<file path="config.mk">
export PLATFORM = sky130hd
export DESIGN_NAME = p2s_tx
export DESIGN_NICKNAME = d
export VERILOG_FILES = /design/src/rtl/s2p_pkg.sv /design/src/rtl/sync_fifo.sv /design/src/rtl/p2s_tx.sv
export SDC_FILE = /design/constraint.sdc
export NUM_CORES = 1
export LEC_CHECK = 0
export BUFFER_PORTS_ARGS = -buffer_cell sky130_fd_sc_hd__buf_4
export CAP_MARGIN = 20
export CORE_MARGIN = 1
export CORE_UTILIZATION = 52
export CTS_CLUSTER_DIAMETER = 60
export DETAILED_ROUTE_END_ITERATION = 7
export PLACE_DENSITY = 0.76
export REMOVE_ABC_BUFFERS = 1
export SLEW_MARGIN = 20
export SYNTH_ARGS = -nofsm -noshare
export SYNTH_HDL_FRONTEND = slang
export SYNTH_SLANG_ARGS = --single-unit
</file>
<file path="constraint.sdc">
create_clock -name clka -period 7.4 [get_ports clka]
set_input_delay 1.11 -clock clka [delete_from_list [all_inputs] [get_ports clka]]
set_output_delay 1.11 -clock clka [all_outputs]
set_load 0.1 [all_outputs]
</file>
<file path="src/rtl/s2p_pkg.sv">
// Shared definitions for the s2p/p2s serial link: frame width and the
// transmitter state encoding.
package s2p_pkg;

    // Default frame width; the transmitter and the receiver must agree on it.
    localparam int S2P_DW = 8;

    // Transmitter FSM states.
    typedef enum logic [1:0] {
        ST_IDLE  = 2'd0,
        ST_SHIFT = 2'd1,
        ST_GAP   = 2'd2
    } p2s_state_e;

endpackage

</file>
<file path="src/rtl/sync_fifo.sv">
// Single-clock FIFO with synchronous active-high reset and first-word
// fall-through read data (rdata always shows the head entry).
module sync_fifo #(
    parameter int DW    = 8,
    parameter int DEPTH = 4
) (
    input  logic                         clk,
    input  logic                         rst,
    input  logic                         push,
    input  logic [DW-1:0]                wdata,
    input  logic                         pop,
    output logic [DW-1:0]                rdata,
    output logic                         full,
    output logic                         empty,
    output logic [$clog2(DEPTH+1)-1:0]   count
);

    localparam int AW = $clog2(DEPTH);
    localparam int CW = $clog2(DEPTH + 1);

    logic [DW-1:0] mem [DEPTH];
    logic [AW-1:0] wr_ptr;
    logic [AW-1:0] rd_ptr;
    logic          do_push;
    logic          do_pop;

    // Guard against overflow/underflow so the pointers can never desynchronise.
    assign do_push = push && !full;
    assign do_pop  = pop && !empty;

    assign full  = (count == CW'(DEPTH));
    assign empty = (count == '0);
    assign rdata = mem[rd_ptr];

    // Storage array: data only, never reset.
    always_ff @(posedge clk) begin
        if (do_push) begin
            mem[wr_ptr] <= wdata;
        end
    end

    // Pointers and occupancy; a simultaneous push and pop leaves count unchanged.
    always_ff @(posedge clk) begin
        if (rst) begin
            wr_ptr <= '0;
            rd_ptr <= '0;
            count  <= '0;
        end else begin
            if (do_push) begin
                wr_ptr <= wr_ptr + AW'(1);
            end
            if (do_pop) begin
                rd_ptr <= rd_ptr + AW'(1);
            end
            case ({do_push, do_pop})
                2'b10:   count <= count + CW'(1);
                2'b01:   count <= count - CW'(1);
                default: count <= count;
            endcase
        end
    end

endmodule

</file>
<file path="src/rtl/p2s_tx.sv">
// Parallel-to-serial transmitter: buffers bytes in a FIFO and sends each one
// as a DW-cycle active-low frame on wra_n/da (MSB first), followed by at
// least GAP idle cycles so the receiver can cross the word into its domain.
module p2s_tx
    import s2p_pkg::*;
#(
    parameter int DW         = S2P_DW,
    parameter int FIFO_DEPTH = 4,
    parameter int GAP        = 2
) (
    input  logic          clka,
    input  logic          rst,
    input  logic [DW-1:0] din,
    input  logic          din_valid,
    output logic          din_ready,
    output logic          wra_n,
    output logic          da,
    output logic          busy
);

    localparam int BW = $clog2(DW);
    localparam int GW = $clog2(GAP + 1);
    localparam int CW = $clog2(FIFO_DEPTH + 1);

    if (GAP < 1) begin : g_bad_gap
        $error("p2s_tx: GAP must be >= 1");
    end
    if (DW < 2) begin : g_bad_dw
        $error("p2s_tx: DW must be >= 2");
    end
    if ((FIFO_DEPTH < 2) || ((FIFO_DEPTH & (FIFO_DEPTH - 1)) != 0)) begin : g_bad_depth
        $error("p2s_tx: FIFO_DEPTH must be a power of two >= 2");
    end

    p2s_state_e    state;
    p2s_state_e    state_next;
    logic [BW-1:0] bitcnt;
    logic [GW-1:0] gapcnt;
    logic [DW-1:0] shreg;

    logic [DW-1:0] fifo_rdata;
    logic          fifo_full;
    logic          fifo_empty;
    logic [CW-1:0] fifo_count;
    logic          push;

    logic          load;
    logic          wra_n_d;
    logic          da_d;

    // Ready comes from the registered count only, so it stays low in the
    // cycle a full FIFO pops.
    assign din_ready = !fifo_full && !rst;
    assign push      = din_valid && din_ready;
    assign busy      = (state != ST_IDLE) || (fifo_count != '0);

    sync_fifo #(
        .DW    (DW),
        .DEPTH (FIFO_DEPTH)
    ) u_fifo (
        .clk   (clka),
        .rst   (rst),
        .push  (push),
        .wdata (din),
        .pop   (load),
        .rdata (fifo_rdata),
        .full  (fifo_full),
        .empty (fifo_empty),
        .count (fifo_count)
    );

    // State register.
    always_ff @(posedge clka) begin
        if (rst) begin
            state <= ST_IDLE;
        end else begin
            state <= state_next;
        end
    end

    // Next-state logic; the last GAP cycle may start the next frame directly.
    always_comb begin
        state_next = state;
        unique case (state)
            ST_IDLE: begin
                if (!fifo_empty) state_next = ST_SHIFT;
            end
            ST_SHIFT: begin
                if (bitcnt == '0) state_next = ST_GAP;
            end
            ST_GAP: begin
                if (gapcnt == '0) state_next = fifo_empty ? ST_IDLE : ST_SHIFT;
            end
            default: state_next = ST_IDLE;
        endcase
    end

    // Output decode: pop/load request and the next values of wra_n and da.
    always_comb begin
        load    = 1'b0;
        wra_n_d = 1'b1;
        da_d    = 1'b0;
        unique case (state)
            ST_IDLE: begin
                if (!fifo_empty) begin
                    load    = 1'b1;
                    wra_n_d = 1'b0;
                    da_d    = fifo_rdata[DW-1];
                end
            end
            ST_SHIFT: begin
                if (bitcnt != '0) begin
                    wra_n_d = 1'b0;
                    da_d    = shreg[DW-2];
                end
            end
            ST_GAP: begin
                if ((gapcnt == '0) && !fifo_empty) begin
                    load    = 1'b1;
                    wra_n_d = 1'b0;
                    da_d    = fifo_rdata[DW-1];
                end
            end
            default: begin
                load    = 1'b0;
                wra_n_d = 1'b1;
                da_d    = 1'b0;
            end
        endcase
    end

    // Registered serial outputs and frame/gap counters; reset aborts any frame.
    always_ff @(posedge clka) begin
        if (rst) begin
            wra_n  <= 1'b1;
            da     <= 1'b0;
            bitcnt <= '0;
            gapcnt <= '0;
        end else begin
            wra_n <= wra_n_d;
            da    <= da_d;
            if (load) begin
                bitcnt <= BW'(DW - 1);
            end else if ((state == ST_SHIFT) && (bitcnt != '0)) begin
                bitcnt <= bitcnt - BW'(1);
            end
            if ((state == ST_SHIFT) && (bitcnt == '0)) begin
                gapcnt <= GW'(GAP - 1);
            end else if ((state == ST_GAP) && (gapcnt != '0)) begin
                gapcnt <= gapcnt - GW'(1);
            end
        end
    end

    // Shift register: data path only, loaded from the FIFO head and shifted MSB-first.
    always_ff @(posedge clka) begin
        if (load) begin
            shreg <= fifo_rdata;
        end else if (state == ST_SHIFT) begin
            shreg <= shreg << 1;
        end
    end

endmodule
</file>
==> After elaboration in Yosys (flattened, before gate mapping) <==
Memory sizes are Yosys's and may differ from the RTL's. A register that Yosys moved wholly into a read port is not among the register bits.
Cells that the tools add are included.
Widths: inputs -> output; s select.
{ "totals": {"regBits": 23, "ram_bits": 32, "input_bits": 11, "output_inout_bits": 4, "word_cells": 78, "memories": 1} }
{ "classes": {"addsub": 6, "eq_ne": 8, "mux": 27, "n_reduce_logical": 26} }
{ "mem_list": {"columns": ["memory", "depth", "width", "read_ports", "rd_clocked_by_memory_dff", "write_ports", "line", "text"], "rows": [
  ["u_fifo.mem", 4, 8, 1, 1, 1, "sync_fifo.sv:21", "logic [DW-1:0] mem [DEPTH];"]
]} }
{ "op_table": {"columns": ["cell", "count"], "rows": [
  ["$mux 7", 2],
  ["$mux 1", 13],
  ["$reduce_bool 2->1", 6],
  ["$mux 2", 5],
  ["$logic_and 1x1->1", 8],
  ["$logic_not 3->1", 2],
  ["$mux 3", 2],
  ["$ne 2x2->1 const B", 3],
  ["$pmux 1 s3", 2],
  ["$pmux 2 s3", 1],
  ["$pmux 3 s2", 1],
  ["$reduce_bool 3->1", 2],
  ["$sub 3x1->3 const B", 2],
  ["$add 2x1->2 const B", 2],
  ["$eq 2x1->1 const B", 2],
  ["$eq 2x2->1 const B", 2],
  ["$logic_not 2->1", 2],
  ["$add 3x1->3 const B", 1],
  ["$eq 3x3->1 const B", 1],
  ["$logic_not 1->1", 3],
  ["$reduce_and 3->1", 1],
  ["$pmux 1 s2", 1],
  ["$reduce_or 2->1", 1],
  ["$sub 2x1->2 const B", 1],
  ["$logic_or 1x1->1", 1]
]} }

==> Depth between registers and ports, before layout <==
{ "logic_depth": {"word_depth": 8, "mapped_depth": 12, "ltp_nobuf": 11} }

==> By module <==
Synthesis repeated with hierarchy kept, for this count alone.
{ "hier_totals": {"cells_unflattened": 169, "area_unflattened_um2": 2427.3} }
{ "modules_own_cells": {"columns": ["mod", "n_inst", "cells_per_inst", "area_per_inst_um2", "seq_area_each_um2"], "rows": [
  ["sync_fifo", 1, 96, 1630.3, 1141.1],
  ["p2s_tx", 1, 73, 797.0, 390.4]
]} }

==> Least setup slack after synthesis <==
OpenSTA, ideal clock, no wires.
{ "synth_timing": {"kind": "in2out", "startpoint": "input rst", "endpoint": "output din_ready", "arrival_ps": 2777, "required_time_ps": 6290, "setup_slack_ps": 3513, "path_stages": 3, "path_buffers": 2, "cell_sequence": "clkbuf_1 -> buf_1 -> nor2_1"} }
{ "synth_via": {"elab_chain_cells": 2} }
{ "synth_lines": {"columns": ["element", "line", "text"], "rows": [
  ["start: declaration", "p2s_tx.sv:12", "input logic rst,"],
  ["$logic_not 1->1", "p2s_tx.sv:53", "assign din_ready = !fifo_full && !rst;"],
  ["$logic_and 1x1->1", "p2s_tx.sv:53", null],
  ["end: declaration", "p2s_tx.sv:15", "output logic din_ready,"]
]} }
No other way between the ends.

==> Worst setup path in the final report <==
{ "layout_timing": {"startpoint": "register u_fifo.count[0]", "endpoint": "output busy"} }
{ "layout_via": {"elab_chain_cells": 2} }
{ "layout_lines": {"columns": ["element", "line", "text"], "rows": [
  ["start: declaration", "sync_fifo.sv:15", "output logic [$clog2(DEPTH+1)-1:0] count"],
  ["start signal: assignment", "sync_fifo.sv:56", "2'b10: count <= count + CW'(1);"],
  ["start signal: assignment", "sync_fifo.sv:57", "2'b01: count <= count - CW'(1);"],
  ["start signal: assignment", "sync_fifo.sv:58", "default: count <= count;"],
  ["$reduce_bool 3->1", "p2s_tx.sv:55", "assign busy = (state != ST_IDLE) || (fifo_count != '0);"],
  ["$logic_or 1x1->1", "p2s_tx.sv:55", null],
  ["end: declaration", "p2s_tx.sv:18", "output logic busy"]
]} }
No other way between the ends.

==> metrics list <==
- Cell count after placement: 220
* Sequential area share after synthesis: 63.06%
* Worst-case vdd ir drop: 0.2387 mV
* Number of enable-type register cells in the synthesized netlist: 39
- TritonCTS built the clock tree.
* Synthesized area per cell: 15.18 sq um
* Worst EP required: approximately 6.3 ns
* Post-CTS clock slew at the launch and capture registers of the worst setup and hold paths: 0.07 ns
- The kind of cell with the highest combined delay along the critical path is simple AND/OR/NAND/NOR gates.
* Max Transition Viols Final: 0
- Peak per-stage delay on the critical path: 0.35 ns
- Die Width: 70.34 microns
- The clock net in this run drives a total of 57 sinks.
- In the routed layout, each cell is associated on average with a via count of roughly 5.6.
* Hold WC Path Type: reg2reg
* Sum Neg Setup Slack: 0 ns
* WHS Path Cells: 1
- Clock root buffer master: clkbuf_8
* First-pass GRT wire length: 6506 microns
* Pre-antenna DRT Iters: 4
- The synthesized netlist occupies a cell area of 0.002429 sq mm.
* Area fraction in and, or, nand and nor cells after synthesis: between 10% and 20%
- Wire length after detailed routing: between 3000 and 4000 microns
- Area fraction in compound gates after synthesis: 4.328%
- The region available for standard cell placement spans 0.004414 sq mm.
- Global routing usage summed across all routing layers: 18.05%
- Drt first-iter violations: 74
- Clock latency on the worst-skew pair, taken at its later pin, is 0.33 ns.
- The post-route netlist has 28.26% of its cells at a drive strength greater than 1.
* Total area of multi-input combinational cells: 800.8 sq um
* Commonest non-fill, non-tap cell in the layout: edfxtp_1
- In this run the critical register-to-register path is captured at u_fifo.count[2]$_SDFFE_PP0P_.
- In this run the critical register-to-register path is launched from gapcnt[0]$_SDFFE_PP0P_.
- The number of antenna diodes in the final layout is 0.
* Final-report setup violation count: 0
- The worst setup path is launched from a flop.
* Count of unique library cells instantiated by Yosys: between 40 and 50
- After the last flow step, the layout net total stands at 199.
- Post-route antenna net violation count: 0
* Proportion of netlist area held by the largest area contributor: 48.22%
- Transition time at the pin with the least slew margin: 0.5424 ns
- After synthesis, the largest family of logic cells by area is multiplexers.
* Final Hold Fails: 0
- Among all stages on the critical path, the largest delay is contributed by dfxtp_1.
* Worst max-slew margin expressed relative to the limit: 63.79%
- Synth Instances: 160
- Power spread over the standard cell area amounts to 429.3 mW/mm^2.
- Startpoint of the lowest-slack hold path: shreg[6]$_DFFE_PP_
- The congestion estimate from routability-driven global placement came to 0.6773.
* Maximum buffer depth of the clock tree: 2
- Post-CTS timing repair inserted 0 buffers for setup.
- Fraction of synthesized cell area in xor and xnor cells: 1.082%
- For this run, the number of standard cells in the final layout without fillers is about 240.
- After layout, the worst path uses between 30 and 40% of the clock period.
- Top Ports: 15
- Power Total: 1.191 mW
* Yosys top cell by area: edfxtp_1
* Area grow syn2layout: 14.22%
- The worst setup path is of the reg2out kind.
* Share of synthesized registers carrying an async set or reset: 0%
* Number of buffers and inverters on the critical path: 1
- For this configuration, the core starts out at a cell density of a little under three fifths.
- Clock buffers created by TritonCTS: 9
- STA puts the critical path data arrival time at 1.79 ns.
- Register-to-Register Path Depth: 11
* Number of antenna violations at the first check in global routing: 0
- Across the routed clock network, the largest skew measured is 0.005910 ns.
- For this design, the CTS-stage hold fixing added 0 buffers.
* GRT Residual Overflow: 0
- Maxcap violations: 0
- Multiplexer share of the synthesized area: 12.47%
- CTS built an H-tree with a depth of 3.
- Setup repair after global routing left no endpoint under its margin.
- Fill cells in the final layout number 311.
* Number of vias after detailed routing: 1310
* Yosys reg bits: 57
- Dominant cells by area after synthesis: edfxtp_1, dfxtp_1, mux4_2
- Summed over all nets, the half-perimeter wirelength after detailed placement is about 2700 microns.
* Kind of end point of the critical path: primary output
* FP Rows: 24
- Number of design rule violations left after detail routing: 0
* Most used flip-flop cell after synthesis: edfxtp_1
- Setup slack on the worst reg-to-reg path comes out at 4.70 ns.
* Leak pwr: 1.009 nW
- Once the clock tree was built, the resizer swapped 0 gates to a different size.
* Yosys warns: 0
* Pin count of the biggest net entering global routing: 20
- Commonest non-fill, non-tap cells in the layout: edfxtp_1, dfxtp_1, buf_4
* Total Die Area: 0.004948 sq mm
* Hold endpoint: da$_SDFF_PP0_
* Series of cell instances along the critical path: nor3_2, or2b_1, or2_2, buf_4
* Number of global-route vias before repair: 1401
- Crit-path max FO: 5
* Average wire per cell in the routed design: 16.56 microns
- Adder-cell share of the synthesized area: 4.946%
* Number of buffers added on ports: 14
- Measured along the y axis, the die boundary spans 70.34 microns.
- Derived from the worst setup path, the maximum achievable clock frequency is 345.3 MHz.
- Shortest period the worst path allows: 2.896 ns
- The sequential cells in the finished layout cover a total of approximately 0.0015 sq mm.
- The run finished with clean final reports.
-- sequential cells by signal, indices dropped and copies added, names as in the netlist, 2 cells and up, named ones only --
register and count:
u_fifo.count 3, u_fifo.rd_ptr 2, gapcnt 2, state 2, bitcnt 3, u_fifo.wr_ptr 2, shreg 7, u_fifo.mem 32
-- synth_stat cells, types with 2 or more instances --
cell type,n
mux2_2,2
a21oi_1,5
or4_1,2
inv_1,12
nor2_1,10
mux4_2,8
or3_1,4
a31oi_1,3
o21ai_0,5
ha_1,8
dfxtp_1,18
and2_1,5
mux2_4,6
nor3b_1,2
nor2b_1,3
buf_1,2
edfxtp_1,39
xor2_1,2
nand2b_1,2
-- area by class of cell --
type                       instances  share of cell area, %
clock inverter                     6                  2.977
multi-input combinational         84                  28.87
timing repair buffer              14                  3.789
inverter                          13                  2.210
sequential                        57                  55.21
clock buffer                      10                  4.601
tap                               52                  2.346
-- kinds of logic (layout without fill, tap and decap cells) --
| kind of cell | Yosys count | after routing |
|---|---|---|
| compound gates | 17 | 17 |
| xor+xnor | 3 | 3 |
| fa+ha+maj | 9 | 9 |
| flops | 57 | 57 |
| mux | 17 | 17 |
| simple gates | 38 | 38 |
| buf+inv | 19 | 43 |
-- per-stage QoR --
step           util [%]  cell area [sq um]  worst slack [ns]  hold slack, ns
2_1_floorplan         -               2394             3.927          0.4351
3_3_place_gp      58.08               2564             4.596          0.4641
3_5_place_dp      58.08               2564             4.510          0.4629
4_1_cts           62.84               2774             4.490          0.4797
5_1_grt           62.84               2774             4.398          0.4966
6_report          62.84               2774             4.504          0.4701
-- routing by layer --
| metal | up-vias | GRT usage (%) | wire, microns |
|---|---|---|---|
| li1 | 632 | - | - |
| met1 | 641 | 20.90 | 1631 |
| met2 | 33 | 30.58 | 2076 |
| met3 | 4 | 7.359 | 178 |
| met4 | 0 | 5.333 | 21 |
| met5 | - | 0 | 0 |
-- worst max path at each step --
stage / startpoint / endpoint / slack (ns) / cells after the start
2_1_floorplan: rst / din_ready / 3.93 / 1
3_3_place_gp: rst / din_ready / 4.60 / 3
5_1_grt: u_fifo.count[0]$_SDFFE_PP0P_ / busy / 4.40 / 4
4_1_cts: u_fifo.count[0]$_SDFFE_PP0P_ / busy / 4.49 / 4
3_5_place_dp: rst / u_fifo.count[2]$_SDFFE_PP0P_ / 4.51 / 9
6_report: u_fifo.count[0]$_SDFFE_PP0P_ / busy / 4.50 / 4
-- power breakdown --
group / switching, mW / total (mW) / internal (mW)
Clock: 0.120 / 0.308 / 0.188
Combinational: 0.240 / 0.411 / 0.170
Sequential: 0.0476 / 0.472 / 0.425
Total: 0.408 / 1.19 / 0.783
Note: power is estimated with default switching activity, not from simulation.
